$ cat src/rtl/led_blink_scheduler.sv
// rtl/led_blink_scheduler.sv - multi-channel LED blink/burst scheduler on a shared tick prescaler
module led_blink_scheduler #(
  parameter int NUM_LEDS = 4,
  parameter int TICK_DIV = 50,
  parameter int CNT_W    = 8
) (
  input  logic                        clock,
  input  logic                        reset,
  input  logic                        io_cfg_valid,
  output logic                        io_cfg_ready,
  input  logic [$clog2(NUM_LEDS)-1:0] io_cfg_chan,
  input  logic [1:0]                  io_cfg_mode,
  input  logic [CNT_W-1:0]            io_cfg_half,
  input  logic [CNT_W-1:0]            io_cfg_count,
  output logic [NUM_LEDS-1:0]         io_leds,
  output logic [NUM_LEDS-1:0]         io_busy,
  output logic [NUM_LEDS-1:0]         io_done
);

  localparam int CH_W = $clog2(NUM_LEDS);
  localparam int PW   = (TICK_DIV > 1) ? $clog2(TICK_DIV) : 1;

  typedef enum logic [1:0] {
    MODE_OFF   = 2'd0,
    MODE_ON    = 2'd1,
    MODE_BLINK = 2'd2,
    MODE_BURST = 2'd3
  } mode_t;

  logic [PW-1:0]    presc_q;
  logic             tick;
  logic             accept;
  logic             hold_full_q;
  logic [CH_W-1:0]  hold_chan_q;
  mode_t            hold_mode_q;
  logic [CNT_W-1:0] hold_half_q;
  logic [CNT_W-1:0] hold_count_q;

  mode_t            mode_q  [NUM_LEDS];
  mode_t            mode_n  [NUM_LEDS];
  logic [CNT_W-1:0] phase_q [NUM_LEDS];
  logic [CNT_W-1:0] phase_n [NUM_LEDS];
  logic [CNT_W-1:0] half_q  [NUM_LEDS];
  logic [CNT_W-1:0] half_n  [NUM_LEDS];
  logic [CNT_W-1:0] rem_q   [NUM_LEDS];
  logic [CNT_W-1:0] rem_n   [NUM_LEDS];
  logic [NUM_LEDS-1:0] led_q, led_n, busy_q, busy_n, done_q, done_n, zpend_q, zpend_n;

  assign tick    = (presc_q == PW'(TICK_DIV - 1));
  assign accept  = io_cfg_valid && io_cfg_ready;
  assign io_leds = led_q;
  assign io_busy = busy_q;
  assign io_done = done_q;

  // The holding register always drains on the edge after an accept, so ready mirrors "not accepting".
  always_ff @(posedge clock or negedge reset) begin
    if (!reset) begin
      presc_q      <= '0;
      hold_full_q  <= 1'b0;
      io_cfg_ready <= 1'b0;
      hold_chan_q  <= '0;
      hold_mode_q  <= MODE_OFF;
      hold_half_q  <= CNT_W'(1);
      hold_count_q <= '0;
    end else begin
      presc_q      <= tick ? '0 : presc_q + 1'b1;
      hold_full_q  <= accept;
      io_cfg_ready <= !accept;
      if (accept) begin
        hold_chan_q  <= io_cfg_chan;
        hold_mode_q  <= mode_t'(io_cfg_mode);
        hold_half_q  <= (io_cfg_half == '0) ? CNT_W'(1) : io_cfg_half;
        hold_count_q <= io_cfg_count;
      end
    end
  end

  // Per-channel next state; an apply to a channel takes priority over a coincident tick.
  always_comb begin
    for (int i = 0; i < NUM_LEDS; i++) begin
      mode_n[i]  = mode_q[i];
      phase_n[i] = phase_q[i];
      half_n[i]  = half_q[i];
      rem_n[i]   = rem_q[i];
      led_n[i]   = led_q[i];
      busy_n[i]  = busy_q[i];
      done_n[i]  = zpend_q[i];
      zpend_n[i] = 1'b0;
      if (hold_full_q && (hold_chan_q == CH_W'(i))) begin
        mode_n[i]  = hold_mode_q;
        phase_n[i] = '0;
        half_n[i]  = hold_half_q;
        rem_n[i]   = hold_count_q;
        done_n[i]  = 1'b0;
        case (hold_mode_q)
          MODE_OFF: begin
            led_n[i]  = 1'b0;
            busy_n[i] = 1'b0;
          end
          MODE_ON, MODE_BLINK: begin
            led_n[i]  = 1'b1;
            busy_n[i] = 1'b0;
          end
          default: begin
            if (hold_count_q != '0) begin
              led_n[i]  = 1'b1;
              busy_n[i] = 1'b1;
            end else begin
              mode_n[i]  = MODE_OFF;
              led_n[i]   = 1'b0;
              busy_n[i]  = 1'b0;
              zpend_n[i] = 1'b1;
            end
          end
        endcase
      end else if (tick && (mode_q[i] == MODE_BLINK || mode_q[i] == MODE_BURST)) begin
        if (phase_q[i] == half_q[i] - 1'b1) begin
          phase_n[i] = '0;
          led_n[i]   = !led_q[i];
          if (mode_q[i] == MODE_BURST && led_q[i]) begin
            rem_n[i] = rem_q[i] - 1'b1;
            if (rem_q[i] == CNT_W'(1)) begin
              mode_n[i] = MODE_OFF;
              busy_n[i] = 1'b0;
              led_n[i]  = 1'b0;
              done_n[i] = 1'b1;
            end
          end
        end else begin
          phase_n[i] = phase_q[i] + 1'b1;
        end
      end
    end
  end

  always_ff @(posedge clock or negedge reset) begin
    if (!reset) begin
      for (int i = 0; i < NUM_LEDS; i++) begin
        mode_q[i]  <= MODE_OFF;
        phase_q[i] <= '0;
        half_q[i]  <= CNT_W'(1);
        rem_q[i]   <= '0;
      end
      led_q   <= '0;
      busy_q  <= '0;
      done_q  <= '0;
      zpend_q <= '0;
    end else begin
      for (int i = 0; i < NUM_LEDS; i++) begin
        mode_q[i]  <= mode_n[i];
        phase_q[i] <= phase_n[i];
        half_q[i]  <= half_n[i];
        rem_q[i]   <= rem_n[i];
      end
      led_q   <= led_n;
      busy_q  <= busy_n;
      done_q  <= done_n;
      zpend_q <= zpend_n;
    end
  end

endmodule

$ cat config.mk
export PLATFORM = sky130hd
export DESIGN_NAME = led_blink_scheduler
export DESIGN_NICKNAME = d
export VERILOG_FILES = /design/src/rtl/led_blink_scheduler.sv
export SDC_FILE = /design/constraint.sdc
export NUM_CORES = 1
export LEC_CHECK = 0
export ABC_AREA = 1
export BUFFER_PORTS_ARGS = -buffer_cell sky130_fd_sc_hd__buf_2
export CELL_PAD_IN_SITES_DETAIL_PLACEMENT = 0
export CELL_PAD_IN_SITES_GLOBAL_PLACEMENT = 1
export CORE_MARGIN = 8
export CORE_UTILIZATION = 40
export DETAILED_ROUTE_END_ITERATION = 6
export GPL_ROUTABILITY_DRIVEN = 0
export PLACE_DENSITY_LB_ADDON = 0.1
export SYNTH_ARGS = -nofsm -noshare
export SYNTH_HDL_FRONTEND = slang
export SYNTH_SLANG_ARGS = --single-unit
$ cat constraint.sdc
create_clock -name clock -period 2.5 [get_ports clock]
set_clock_uncertainty 0.1 [all_clocks]
set_input_delay 0.5 -clock clock [delete_from_list [all_inputs] [get_ports clock]]
set_output_delay 0.5 -clock clock [all_outputs]
set_load 0.03 [all_outputs]
### Word-level counts from Yosys, hierarchy flattened

Index checks and enable logic that the tools add are counted.

| operators by class | value |
|---|---|
| mux-type cells | 121 |
| $add $sub $neg | 13 |
| eq/ne operators | 22 |
| reduce and logical (&&, ||, !) cells | 56 |

Operators with widths:

| operator | count |
|---|---|
| 8-bit two-way mux | 29 |
| 1-bit two-way mux | 68 |
| 8-bit by 1-bit subtractor with 8-bit output, second input constant | 8 |
| 2-bit two-way mux | 22 |
| 8-bit by 1-bit adder with 8-bit output, second input constant | 4 |
| 8-bit by 1-bit == test with 1-bit output, second input constant | 4 |
| 8-bit == test | 4 |
| 2-bit nonzero test | 16 |
| 2-bit == test, second input constant | 11 |
| 4-bit AND reduction | 4 |
| 1-bit logical AND | 13 |
| 3-bit AND reduction | 4 |
| 8-bit zero test | 1 |
| 2-bit AND reduction | 4 |
| 8-bit nonzero test | 1 |
| 6-bit by 1-bit adder with 6-bit output, second input constant | 1 |
| 6-bit == test, second input constant | 1 |
| 6-bit two-way mux | 1 |
| 1-bit zero test | 5 |
| 2-bit by 1-bit == test with 1-bit output, second input constant | 2 |
| 2-bit zero test | 2 |
| 1-bit logical OR | 4 |
| 3-bit OR reduction | 1 |
| 1-bit one-hot mux with 2 select lines | 1 |
| 2-bit OR reduction | 1 |

| word-level totals | value |
|---|---|
| output and inout port bits | 13 |
| register bits | 148 |
| bits of input ports | 23 |

### Longest topological paths before layout

Gate-level depths: netlist of the first run.

| depth | value |
|---|---|
| depth after elaboration | 6 |
| mapped depth | 15 |
| depth with buffers taken out | 15 |

### Least setup slack after synthesis of the first run

No wires, ideal clock.

| timing | value |
|---|---|
| path type | reg2reg |
| start | reg half_q[16] (netlist bit) |
| end | reg led_q[1], in the netlist io_leds[1] |
| data required time | 2277 ps |
| setup time | 123 ps |
| path slack | 499 ps |
| path buffers | 1 |
| arrival | 1779 ps |
| clock period less this slack | 2001 ps |
| stages on the path, launching flop included | 16 |
| cells stage by stage | dfstp_2 -> inv_1 -> ha_1 -> inv_1 -> nand2_1 -> nand2_1 -> nand2_1 -> nor2_1 -> nand3_1 -> nor2_1 -> nand2_1 -> nand2_2 -> buf_6 -> nand2_4 -> nand2_1 -> o21ai_1 |

| on the way | value |
|---|---|
| word-level cells in the longest chain between the ends | 4 |

RTL lines:

| what | line | RTL |
|---|---|---|
| start, declared | 43 | `logic [CNT_W-1:0] half_q [NUM_LEDS];` |
| start signal, assigned by index | 152 | `half_q[i] <= half_n[i];` |
| 8-bit by 1-bit subtractor with 8-bit output | 117 | `if (phase_q[i] == half_q[i] - 1'b1) begin` |
| 8-bit == test | 117 |  |
| 2-bit nonzero test (no source line) | -- |  |
| 2-bit AND reduction (no source line) | -- |  |
| end signal, assigned | 155 | `led_q <= led_n;` |
| end, declared | 47 | `logic [NUM_LEDS-1:0] led_q, led_n, busy_q, busy_n, done_q, done_n, zpend_q, zpend_n;` |

Every way passes these cells.
A chain may end at the register's enable or synchronous reset.

### Worst setup path in the final report of the first run

| timing | value |
|---|---|
| start | reg half_q[8] (netlist bit) |
| end | reg rem_q[8] (netlist bit) |

| on the way | value |
|---|---|
| word-level cells in the longest chain between the ends | 4 |

RTL lines:

| what | line | RTL |
|---|---|---|
| 8-bit by 1-bit subtractor with 8-bit output | 117 |  |
| 8-bit == test | 117 |  |
| 2-bit nonzero test (no source line) | -- |  |
| 3-bit AND reduction (no source line) | -- |  |
| end signal, assigned by index | 153 | `rem_q[i] <= rem_n[i];` |
| end, declared | 45 | `logic [CNT_W-1:0] rem_q [NUM_LEDS];` |

Every way passes these cells.

==> results of run 1 <==
routing by layer:
metal,up-vias,track usage [%],wire (um)
li1,3734,-,-
met1,3336,24.6,11000
met2,119,30.9,11100
met3,13,3.36,890
met4,0,4.21,187
met5,-,0,0
cell usage after synthesis (all sizes together):
| cell type | count |
|---|---|
| nand3 | 77 |
| nor4 | 3 |
| ha | 19 |
| clkinv | 1 |
| xnor2 | 13 |
| nand2 | 365 |
| nor4b | 2 |
| or2 | 6 |
| and2 | 1 |
| nand4 | 42 |
| nor2 | 98 |
| o31ai | 2 |
| dfrtp | 143 |
| nand3b | 3 |
| buf | 16 |
| xor2 | 37 |
| mux2i | 1 |
| clkbuf | 14 |
| inv | 138 |
| o21ai | 104 |
| a21oi | 22 |
| dfstp | 5 |
| o22ai | 11 |
| nor3 | 11 |
worst register-to-register path, cell delays in order, from the launching register on:
cell and delay, ns:
dfstp_2 0.53, inv_1 0.09, ha_1 0.33, inv_1 0.06
nand2_1 0.04, nand2_1 0.06, nand2_1 0.05, nor2_1 0.10
nand3_1 0.07, nor2_1 0.10, nand2_1 0.10, nand2_2 0.22
nand3_4 0.16, nand2_1 0.10, nand2_1 0.06
registers in the layout (all words and copies together), names as in the netlist, 4 cells and up:
signal and cells:
presc_q 6, mode_q 8, rem_q 32, io_busy 4, io_done 4, phase_q 32
hold_count_q 8, half_q 32, zpend_q 4, io_leds 4, hold_half_q 8
power breakdown:
part           internal (mW)  leakage [nW]  switching (mW)
Sequential              2.80          1.95           0.374
Clock                   1.67         0.289            1.07
Combinational          0.977          2.81            1.80
Total                   5.44          5.05            3.24
final timing paths:
path,startpoint,to,slack [ns]
worst max-delay path,half_q[8]$_DFFE_PN1P_,rem_q[8]$_DFFE_PN0P_,0.22
worst min-delay path,io_cfg_count[6],hold_count_q[6]$_DFFE_PN0P_,0.18
worst max register to register,half_q[8]$_DFFE_PN1P_,rem_q[8]$_DFFE_PN0P_,0.22
worst min register to register,half_q[16]$_DFFE_PN1P_,half_q[16]$_DFFE_PN1P_,0.40
max in group asynchronous,reset,rem_q[11]$_DFFE_PN0P_,1.13
min in group asynchronous,reset,phase_q[1]$_DFFE_PN0P_,0.49
kinds of logic (layout without fill, tap and decap cells):
| kind of cell | after synthesis | count (layout) | share of synthesized area, % |
|---|---|---|---|
| compound gates | 139 | 139 | 8.46 |
| simple gates | 608 | 608 | 31.2 |
| buf+inv | 169 | 236 | 8.25 |
| mux | 1 | 1 | 0.119 |
| fa+ha+maj | 19 | 19 | 2.81 |
| xor+xnor | 50 | 50 | 5.19 |
| flops | 148 | 148 | 43.9 |
layout make-up:
cell class / instances / area share (%)
sequential: 148 / 38.3
tap: 275 / 3.55
inverter: 139 / 5.38
multi-input combinational: 817 / 42.0
clock inverter: 13 / 1.88
clock buffer: 19 / 4.46
timing repair buffer: 65 / 4.48
through the flow:
stage                     total power, mW  util, %
after floorplan                      5.18        -
after global routing                 9.31     46.4
after global placement               5.97     43.3
final                                8.69     46.4
after detailed placement             5.97     43.3
after CTS                            8.77     46.3
repair_timing:
action | CTS | global route
hold buffers | 1 | 0
setup endpoints to repair | 0 | 24
resized for setup | 0 | 5
hold endpoints to repair | 43 | 0
==> run_summary.xml, run 1 <==
<?xml version="1.0" encoding="UTF-8"?>
<metrics>
  <group name="outcome">
    <metric name="run_status" unit="">finished, final reports clean</metric>
  </group>
  <group name="route">
    <metric name="remaining_drc_errors" unit="">0</metric>
    <metric name="number_of_design_rule_violations_left_by_the_first_detailed_router_iteration" unit="">374</metric>
    <metric name="drt_pre_antenna_iters" unit="">5</metric>
    <metric name="final_antenna_net_count" unit="">0</metric>
    <metric name="vias" unit="">7202</metric>
    <metric name="vias_per_cell" unit="">4.88</metric>
    <metric name="drt-wirelength-per-cell" unit="um">15.7</metric>
    <metric name="detail_route.wirelength" unit="um">23200</metric>
  </group>
  <group name="placed_design">
    <metric name="hpwlAfterDp" unit="um">16600</metric>
    <metric name="portBuffers" unit="">35</metric>
    <metric name="dp.cells" unit="">1443</metric>
    <metric name="placed_cell_area" unit="um^2">9040</metric>
    <metric name="pre_cts_ws" unit="ns">0.161</metric>
  </group>
  <group name="synthesis">
    <metric name="synth_cell_type_count" unit="">35</metric>
    <metric name="syn_area_per_cell" unit="um^2">7.45</metric>
    <metric name="synth_seq_cells" unit="">148</metric>
    <metric name="synth_area_leaders" unit="">dfrtp_1, nand2_1, o21ai_0, inv_1, nand3_1</metric>
    <metric name="synth.yosys.warnings" unit="">0</metric>
    <metric name="synth_largest_area_cell" unit="">dfrtp_1</metric>
    <metric name="synthesis.nets" unit="">1176</metric>
    <metric name="synth.top_cell.area_share" unit="%">42.4</metric>
    <metric name="postSynthCellCount" unit="">1134</metric>
    <metric name="synthesis.area" unit="um^2">8450</metric>
    <metric name="yosysSeqAreaShare" unit="%">43.9</metric>
  </group>
  <group name="worst_setup_path">
    <metric name="crit_fanout" unit="">10</metric>
    <metric name="cp_num_cells" unit="">14</metric>
    <metric name="cp.arrival" unit="ns">2.49</metric>
    <metric name="crit_chain" unit="">inv_1 &gt; ha_1 &gt; inv_1 &gt; nand2_1 &gt; nand2_1 &gt; nand2_1 &gt; nor2_1 &gt; nand3_1 &gt; nor2_1 &gt; nand2_1 &gt; nand2_2 &gt; nand3_4 &gt; nand2_1 &gt; nand2_1</metric>
    <metric name="critPathKind" unit="">flop to flop</metric>
    <metric name="worst-path-buf-inv" unit="">2</metric>
    <metric name="cpLargestDelayFamily" unit="">simple AND/OR/NAND/NOR gates</metric>
    <metric name="worst_setup_path_end_kind" unit="">flop</metric>
    <metric name="timing.critical_path.required" unit="ns">2.72</metric>
    <metric name="worst-r2r-cell-count" unit="">14</metric>
    <metric name="timing.critical_path.slowest_stage_cell" unit="">dfstp_2</metric>
    <metric name="setup.worst_path.start_class" unit="">flop</metric>
    <metric name="timing.critical_path.mode_cell" unit="">nand2_1</metric>
    <metric name="critPathMaxStageDelay" unit="ns">0.53</metric>
  </group>
  <group name="timing">
    <metric name="period_needed" unit="ns">2.28</metric>
    <metric name="tightest_slew" unit="ns">0.584</metric>
    <metric name="final_number_of_setup_violating_endpoints" unit="">0</metric>
    <metric name="rsz_0062_raised_after_global_routing" unit="">no</metric>
    <metric name="fin_crit_sh" unit="%">91.1</metric>
    <metric name="upper_clock_frequency_limit" unit="GHz">0.439</metric>
    <metric name="relSlewSlack" unit="%">60.9</metric>
    <metric name="whs" unit="ns">0.176</metric>
    <metric name="report.final.slew_viol_count" unit="">0</metric>
    <metric name="totalNegativeSetupSlack" unit="ns">0</metric>
    <metric name="hold_viol" unit="">0</metric>
    <metric name="post-route-worst-setup-slack" unit="ns">0.224</metric>
  </group>
  <group name="die">
    <metric name="std_cell_rows" unit="">53</metric>
    <metric name="die_y" unit="um">161</metric>
    <metric name="initial_utilization" unit="%">40.4</metric>
    <metric name="die_width" unit="um">161</metric>
    <metric name="i_o_pins" unit="">36</metric>
    <metric name="core_area" unit="um^2">20900</metric>
    <metric name="die_area" unit="um^2">26000</metric>
  </group>
  <group name="global_route">
    <metric name="grt_antenna_before_repair" unit="">0</metric>
    <metric name="number_of_global_route_vias_before_repair" unit="">7126</metric>
    <metric name="grt.overflow.total" unit="">0</metric>
    <metric name="grt_first_pass_wirelength" unit="um">38200</metric>
    <metric name="grt_max_degree" unit="">50</metric>
    <metric name="global_route.usage.total" unit="%">18.6</metric>
  </group>
  <group name="layout">
    <metric name="nNetsFinal" unit="">1230</metric>
    <metric name="layout_common_cells" unit="">nand2_1, dfrtp_1, inv_1</metric>
    <metric name="layout.cells.most_common" unit="">nand2_1</metric>
    <metric name="flow.area_growth_from_synthesis" unit="%">14.8</metric>
    <metric name="n_fill_cell" unit="">2158</metric>
    <metric name="fraction_of_final_layout_cells_sized_beyond_drive_strength_1" unit="%">11.0</metric>
    <metric name="regArea" unit="um^2">3710</metric>
    <metric name="area_used_by_multi_input_combinational_logic" unit="um^2">4070</metric>
    <metric name="num_antenna_cells" unit="">0</metric>
    <metric name="post-route-cell-area" unit="um^2">9700</metric>
    <metric name="stdcell_count" unit="">1476</metric>
  </group>
  <group name="power_and_ir_drop">
    <metric name="power_leakage" unit="nW">5.05</metric>
    <metric name="power.ir.vdd_worst" unit="mV">0.462</metric>
    <metric name="powerDensity" unit="nW/um^2">896</metric>
  </group>
  <group name="clock_tree">
    <metric name="clkSlewWorstSetupHoldPaths" unit="ns">0.07</metric>
    <metric name="cts_tree" unit="">built</metric>
    <metric name="cts.root.buffer_cell" unit="">clkbuf_16</metric>
    <metric name="clock_tree.buffer_depth" unit="">2</metric>
    <metric name="tritoncts_num_sinks" unit="">148</metric>
    <metric name="cts_setup_buffers" unit="">0</metric>
    <metric name="tritoncts.num_buffers" unit="">17</metric>
    <metric name="worst_skew_pair.late_latency" unit="ns">0.44</metric>
    <metric name="h-tree-depth" unit="">4</metric>
  </group>
  <group name="hold_path">
    <metric name="hold_path.class" unit="">input port to flop</metric>
    <metric name="worst_hold_stages" unit="">3</metric>
  </group>
  <group name="run">
    <metric name="cap_violations" unit="">0</metric>
  </group>
</metrics>
Note: power is estimated with default switching activity, not from simulation.
==> inputs of run 2 (changes only) <==
ABC_AREA = default   (was 1)
==> run_summary.xml, run 2 <==
<?xml version="1.0" encoding="UTF-8"?>
<metrics>
  <group name="layout">
    <metric name="post-route-cell-area" unit="um^2">10300</metric>
    <metric name="layout_common_cells" unit="">nand2_1, dfrtp_1, buf_4</metric>
    <metric name="registers_with_the_highest_flip_flop_counts" unit="">half_q x32, phase_q x32, rem_q x32</metric>
    <metric name="nNetsFinal" unit="">1036</metric>
    <metric name="num_antenna_cells" unit="">0</metric>
    <metric name="fraction_of_final_layout_cells_sized_beyond_drive_strength_1" unit="%">27.9</metric>
    <metric name="final_core_utilization" unit="%">51.5</metric>
    <metric name="layout.cells.most_common" unit="">nand2_1</metric>
    <metric name="flow.area_growth_from_synthesis" unit="%">27.5</metric>
  </group>
  <group name="route">
    <metric name="final_antenna_net_count" unit="">0</metric>
    <metric name="vias" unit="">6755</metric>
    <metric name="drt_pre_antenna_iters" unit="">5</metric>
    <metric name="number_of_design_rule_violations_left_by_the_first_detailed_router_iteration" unit="">306</metric>
    <metric name="vias_per_cell" unit="">5.29</metric>
    <metric name="detail_route.wirelength" unit="um">22300</metric>
    <metric name="remaining_drc_errors" unit="">0</metric>
    <metric name="drt-wirelength-per-cell" unit="um">17.5</metric>
  </group>
  <group name="global_route">
    <metric name="global_route.usage.total" unit="%">18.4</metric>
    <metric name="grt_first_pass_wirelength" unit="um">35500</metric>
    <metric name="grt.overflow.total" unit="">0</metric>
    <metric name="grt_antenna_before_repair" unit="">0</metric>
    <metric name="number_of_global_route_vias_before_repair" unit="">6711</metric>
    <metric name="grt_max_degree" unit="">51</metric>
  </group>
  <group name="timing">
    <metric name="fin_crit_sh" unit="%">103</metric>
    <metric name="upper_clock_frequency_limit" unit="GHz">0.388</metric>
    <metric name="relSlewSlack" unit="%">65.2</metric>
    <metric name="final_number_of_setup_violating_endpoints" unit="">8</metric>
    <metric name="report.final.slew_viol_count" unit="">0</metric>
    <metric name="totalNegativeSetupSlack" unit="ns">-0.321</metric>
    <metric name="period_needed" unit="ns">2.58</metric>
    <metric name="tightest_slew" unit="ns">0.518</metric>
    <metric name="rsz_0062_raised_after_global_routing" unit="">yes</metric>
    <metric name="post-route-worst-setup-slack" unit="ns">-0.0798</metric>
    <metric name="hold_viol" unit="">0</metric>
  </group>
  <group name="power_and_ir_drop">
    <metric name="total_power" unit="mW">9.96</metric>
    <metric name="power_leakage" unit="nW">4.47</metric>
    <metric name="power.ir.vdd_worst" unit="mV">0.500</metric>
    <metric name="powerDensity" unit="nW/um^2">965</metric>
  </group>
  <group name="hold_path">
    <metric name="hold_path.class" unit="">input port to flop</metric>
    <metric name="worst_hold_stages" unit="">2</metric>
    <metric name="min_delay_startpoint" unit="">io_cfg_count[2]</metric>
  </group>
  <group name="synthesis">
    <metric name="synth_most_common_cell" unit="">nand2_1</metric>
    <metric name="synth_area_leaders" unit="">dfrtp_1, nand2_1, xnor2_1, mux2_2, ha_1</metric>
    <metric name="synth_top_cells_by_count" unit="">nand2_1, dfrtp_1, nor2_1</metric>
    <metric name="synth_largest_area_cell" unit="">dfrtp_1</metric>
    <metric name="synthesis.nets" unit="">918</metric>
    <metric name="syn_area_per_cell" unit="um^2">9.24</metric>
    <metric name="synth_seq_cells" unit="">148</metric>
    <metric name="yosysSeqAreaShare" unit="%">45.8</metric>
    <metric name="synth-edff-count" unit="">0</metric>
    <metric name="ys.flop_type" unit="">dfrtp_1</metric>
    <metric name="synthesis.area" unit="um^2">8090</metric>
    <metric name="synth.top_cell.area_share" unit="%">44.2</metric>
    <metric name="synth.yosys.warnings" unit="">0</metric>
    <metric name="fraction_of_registers_with_async_set_reset" unit="%">100</metric>
    <metric name="synth_cell_type_count" unit="">73</metric>
    <metric name="postSynthCellCount" unit="">876</metric>
  </group>
  <group name="clock_tree">
    <metric name="tritoncts_num_sinks" unit="">148</metric>
    <metric name="tritoncts.num_buffers" unit="">17</metric>
    <metric name="clkSlewWorstSetupHoldPaths" unit="ns">0.06</metric>
    <metric name="clock_tree.buffer_depth" unit="">2</metric>
    <metric name="worst_skew_pair.late_latency" unit="ns">0.43</metric>
    <metric name="cts_tree" unit="">built</metric>
    <metric name="cts.root.buffer_cell" unit="">clkbuf_16</metric>
    <metric name="h-tree-depth" unit="">4</metric>
  </group>
  <group name="die">
    <metric name="die_width" unit="um">158</metric>
    <metric name="die_y" unit="um">158</metric>
    <metric name="i_o_pins" unit="">36</metric>
    <metric name="die_area" unit="um^2">25000</metric>
    <metric name="initial_utilization" unit="%">40.4</metric>
    <metric name="core_area" unit="um^2">20000</metric>
    <metric name="std_cell_rows" unit="">52</metric>
  </group>
  <group name="worst_setup_path">
    <metric name="r2r_slack" unit="ns">-0.08</metric>
    <metric name="critPathLaunch" unit="">half_q[4]$_DFFE_PN0P_</metric>
    <metric name="cp.arrival" unit="ns">2.83</metric>
    <metric name="setup.worst_path.start_class" unit="">flop</metric>
    <metric name="endpoint_of_the_worst_slack_reg_to_reg_timing_path" unit="">rem_q[4]$_DFFE_PN0P_</metric>
    <metric name="worst-r2r-cell-count" unit="">7</metric>
    <metric name="crit_fanout" unit="">3</metric>
    <metric name="critPathKind" unit="">flop to flop</metric>
    <metric name="critical_path.endpoint" unit="">rem_q[4]$_DFFE_PN0P_</metric>
    <metric name="timing.critical_path.required" unit="ns">2.75</metric>
    <metric name="timing.rr.start" unit="">half_q[4]$_DFFE_PN0P_</metric>
    <metric name="worst_setup_path_end_kind" unit="">flop</metric>
  </group>
  <group name="placed_design">
    <metric name="portBuffers" unit="">35</metric>
    <metric name="hpwlAfterDp" unit="um">15400</metric>
    <metric name="placed_cell_area" unit="um^2">9110</metric>
    <metric name="pre_cts_ws" unit="ns">-0.179</metric>
  </group>
  <group name="outcome">
    <metric name="run_status" unit="">complete, but fails checks</metric>
    <metric name="violations" unit="">negative setup slack</metric>
  </group>
  <group name="run">
    <metric name="cap_violations" unit="">0</metric>
  </group>
</metrics>
## run 2: changes by cell type after synthesis, sizes merged, moves of 15 or more
cell / previous run / this run
nand4: 42 / 8
nor3: 11 / 26
or3: 0 / 16
o21ai: 104 / 53
nand3: 77 / 34
mux2: 0 / 22
inv: 138 / 23
xor2: 37 / 19
xnor2: 13 / 43
a31oi: 0 / 21
nor2: 98 / 62
nand2: 365 / 169
## run 2: layer usage
layer	GRT usage [%]	up-vias	routed length [um]
met5	0	-	0
li1	-	3317	-
met2	32.0	85	11500
met3	3.69	14	520
met1	22.8	3339	10000
met4	4.80	0	285
## run 2: kinds of logic (layout without fill, tap and decap cells)
family          Yosys count  after routing  synth area share [%]
simple gates            411            411                  25.9
compound gates          151            151                  11.9
flops                   148            148                  45.8
xor+xnor                 62             62                  6.80
buf+inv                  59            190                  3.08
mux                      26             26                  3.56
fa+ha+maj                19             19                  2.94
## run 2: repair_timing
action                                 in CTS  in global routing
hold buffers                                1                  0
gates cloned                                0                  0
setup buffers                               8                 11
resized for setup                          31                 65
endpoints found under the hold margin      42                  0
setup endpoints to repair                  54                 78
pin swaps                                  12                 43
## run 2: worst min path at each step
stage | endpoint | slack, ns
after floorplan | half_q[10]$_DFFE_PN0P_ | 0.10
after global placement | io_done[1]$_DFF_PN0_ | 0.37
after detailed placement | io_done[1]$_DFF_PN0_ | 0.37
after CTS | hold_count_q[2]$_DFFE_PN0P_ | 0.19
after global routing | hold_count_q[6]$_DFFE_PN0P_ | 0.19
final | hold_count_q[2]$_DFFE_PN0P_ | 0.20
## run 2: area by class of cell
type,count,area (um^2)
sequential,148,3710
timing repair buffer,135,1020
clock buffer,20,457
inverter,23,86.3
fill,1907,9720
multi-input combinational,669,4580
clock inverter,12,130
tap,270,338
## run 2: critical path, cell delays in order, from the launching register on
cell and delay [ns]:
dfrtp_1 0.38, or3_4 0.39, or4_4 0.44, xnor2_2 0.17, a2111oi_4 0.29, nand3_4 0.11
or4_4 0.48, a31oi_1 0.16
## run 2: report_power, final
group / leakage, nW / internal [mW] / total (mW) / switching (mW)
logic: 2.32 / 1.74 / 3.76 / 2.02
registers: 1.86 / 2.99 / 3.63 / 0.642
clock network: 0.287 / 1.52 / 2.57 / 1.04
## run 2: through the flow
step | hold slack (ns) | cells
floorplan | 0.104 | 876
global placement | 0.367 | 1225
detailed placement | 0.370 | 1225
CTS | 0.186 | 1266
global route | 0.188 | 1277
finish | 0.205 | 1277
==> inputs of run 3 (changes only) <==
clock period = 2.8 ns   (was 2.5 ns; I/O delays follow)
==> run_summary.xml, run 3 (synthesis results as in run 2) <==
<?xml version="1.0" encoding="UTF-8"?>
<metrics>
  <group name="power_and_ir_drop">
    <metric name="power_switching_share" unit="%">37.0</metric>
    <metric name="power.ir.vdd_worst" unit="mV">0.480</metric>
    <metric name="p_seq_share" unit="%">40.6</metric>
    <metric name="share_comb_of_total_power" unit="%">31.7</metric>
    <metric name="internal_power_consumption" unit="mW">5.10</metric>
    <metric name="p_clk_share" unit="%">27.7</metric>
    <metric name="power_leakage" unit="nW">4.01</metric>
    <metric name="powerDensity" unit="nW/um^2">862</metric>
    <metric name="power.switching" unit="mW">2.99</metric>
    <metric name="total_power" unit="mW">8.09</metric>
  </group>
  <group name="route">
    <metric name="detail_route.wirelength" unit="um">21500</metric>
    <metric name="drt_pre_antenna_iters" unit="">5</metric>
    <metric name="drt-wirelength-per-cell" unit="um">17.7</metric>
    <metric name="final_antenna_net_count" unit="">0</metric>
    <metric name="remaining_drc_errors" unit="">0</metric>
    <metric name="vias_per_cell" unit="">5.42</metric>
    <metric name="vias" unit="">6589</metric>
    <metric name="number_of_design_rule_violations_left_by_the_first_detailed_router_iteration" unit="">430</metric>
  </group>
  <group name="worst_setup_path">
    <metric name="critPathKind" unit="">flop to flop</metric>
    <metric name="timing.critical_path.required" unit="ns">3.00</metric>
    <metric name="cp.arrival" unit="ns">2.90</metric>
    <metric name="crit_fanout" unit="">12</metric>
    <metric name="worst_setup_path_end_kind" unit="">flop</metric>
    <metric name="setup.worst_path.start_class" unit="">flop</metric>
  </group>
  <group name="global_route">
    <metric name="grt_antenna_before_repair" unit="">0</metric>
    <metric name="global_route.usage.total" unit="%">18.4</metric>
    <metric name="number_of_global_route_vias_before_repair" unit="">6508</metric>
    <metric name="grt_first_pass_wirelength" unit="um">35300</metric>
    <metric name="grt_max_degree" unit="">62</metric>
    <metric name="grt.overflow.total" unit="">0</metric>
  </group>
  <group name="die">
    <metric name="std_cell_rows" unit="">52</metric>
    <metric name="core_area" unit="um^2">20000</metric>
    <metric name="initial_utilization" unit="%">40.4</metric>
    <metric name="die_area" unit="um^2">25000</metric>
    <metric name="die_y" unit="um">158</metric>
    <metric name="die_width" unit="um">158</metric>
    <metric name="i_o_pins" unit="">36</metric>
  </group>
  <group name="layout">
    <metric name="nNetsFinal" unit="">975</metric>
    <metric name="post-route-cell-area" unit="um^2">9390</metric>
    <metric name="n_fill_cell" unit="">1978</metric>
    <metric name="registers_with_the_highest_flip_flop_counts" unit="">half_q x32, phase_q x32, rem_q x32</metric>
    <metric name="fraction_of_final_layout_cells_sized_beyond_drive_strength_1" unit="%">18.2</metric>
    <metric name="layout.cells.most_common" unit="">nand2_1</metric>
    <metric name="num_antenna_cells" unit="">0</metric>
    <metric name="layout_common_cells" unit="">nand2_1, dfrtp_1, nor2_1</metric>
    <metric name="final_core_utilization" unit="%">46.8</metric>
    <metric name="flow.area_growth_from_synthesis" unit="%">16.0</metric>
  </group>
  <group name="hold_path">
    <metric name="hold_path.class" unit="">input port to asynchronous set/reset pin</metric>
  </group>
  <group name="placed_design">
    <metric name="placed_cell_area" unit="um^2">8730</metric>
    <metric name="pre_cts_ws" unit="ns">0.0610</metric>
    <metric name="hpwlAfterDp" unit="um">15100</metric>
    <metric name="portBuffers" unit="">35</metric>
  </group>
  <group name="clock_tree">
    <metric name="clkSlewWorstSetupHoldPaths" unit="ns">0.06</metric>
    <metric name="cts_tree" unit="">built</metric>
    <metric name="clock_tree.buffer_depth" unit="">2</metric>
    <metric name="worst_skew_pair.late_latency" unit="ns">0.43</metric>
    <metric name="h-tree-depth" unit="">4</metric>
    <metric name="tritoncts.num_buffers" unit="">17</metric>
    <metric name="cts_hold_repair.buffers" unit="">0</metric>
    <metric name="cts.root.buffer_cell" unit="">clkbuf_16</metric>
    <metric name="tritoncts_num_sinks" unit="">148</metric>
  </group>
  <group name="timing">
    <metric name="fin_crit_sh" unit="%">96.6</metric>
    <metric name="period_needed" unit="ns">2.70</metric>
    <metric name="post-route-worst-setup-slack" unit="ns">0.0966</metric>
    <metric name="relSlewSlack" unit="%">52.2</metric>
    <metric name="tightest_slew" unit="ns">0.715</metric>
    <metric name="hold_viol" unit="">0</metric>
    <metric name="upper_clock_frequency_limit" unit="GHz">0.370</metric>
    <metric name="final_number_of_setup_violating_endpoints" unit="">0</metric>
    <metric name="report.final.slew_viol_count" unit="">0</metric>
  </group>
  <group name="outcome">
    <metric name="run_status" unit="">finished, final reports clean</metric>
  </group>
  <group name="run">
    <metric name="cap_violations" unit="">0</metric>
  </group>
</metrics>
## run 3: final cells by class
cell class	count	area [um^2]	share of cell area, %
clock buffers	22	454	4.84
inverters	23	86.3	0.920
well taps	270	338	3.60
multi-input cells	669	4200	44.8
repair buffers	74	487	5.19
clock inverters	10	109	1.16
flip-flops and latches	148	3710	39.5
## run 3: metal layers
| metal | wire (um) | global-route usage, % | vias up | share of wire, % |
|---|---|---|---|---|
| li1 | - | - | 3181 | - |
| met1 | 10700 | 25.6 | 3255 | 50 |
| met2 | 9660 | 28.2 | 133 | 45 |
| met3 | 888 | 3.93 | 20 | 4.1 |
| met4 | 282 | 5.21 | 0 | 1.3 |
| met5 | 0 | 0 | - | 0 |
## run 3: final timing paths
check | start | endpoint | slack [ns] | cells after the start
max in group asynchronous | reset | io_busy[2]$_DFFE_PN0P_ | 1.82 | 2
min in group clock | io_cfg_count[6] | hold_count_q[6]$_DFFE_PN0P_ | 0.26 | 2
max | half_q[24]$_DFFE_PN1P_ | rem_q[31]$_DFFE_PN0P_ | 0.1 | 9
min reg2reg | zpend_q[3]$_DFF_PN0_ | io_done[3]$_DFF_PN0_ | 0.37 | 1
max reg2reg | half_q[24]$_DFFE_PN1P_ | rem_q[31]$_DFFE_PN0P_ | 0.1 | 9
min | reset | half_q[2]$_DFFE_PN0P_ | 0.01 | 1
## run 3: power groups by stage
| stage | sequential (mW) | clock [mW] | combinational, mW |
|---|---|---|---|
| after floorplan | 3.18 | 0 | 1.80 |
| final | 3.29 | 2.24 | 2.57 |
| after global placement | 3.29 | 0 | 2.42 |
| after CTS | 3.28 | 2.30 | 2.51 |
| after detailed placement | 3.31 | 0 | 2.49 |
| after global routing | 3.37 | 2.39 | 2.86 |
## run 3: what timing repair did
item / 4_1_cts / 5_1_grt
gates resized for setup: 0 / 14
buffers inserted: 0 / 4
endpoints found under the setup margin: 0 / 47
## run 3: worst max-delay path, stage by stage, from the launching register on
cell	delay (ns)
dfstp_2	0.57
inv_1	0.06
ha_1	0.21
nor3b_2	0.18
a211oi_1	0.23
nand4b_1	0.15
a211o_2	0.43
nor4_1	0.39
xnor2_1	0.17
o21ai_1	0.08
## run 3: metrics by stage
step	TNS (ns)	cells	hold WS, ns
2_1_floorplan	-0.0171	876	0.164
3_3_place_gp	0	1180	0.364
3_5_place_dp	0	1180	0.364
4_1_cts	0	1212	0.0362
5_1_grt	-0.0569	1216	0.0680
6_report	0	1216	0.0147
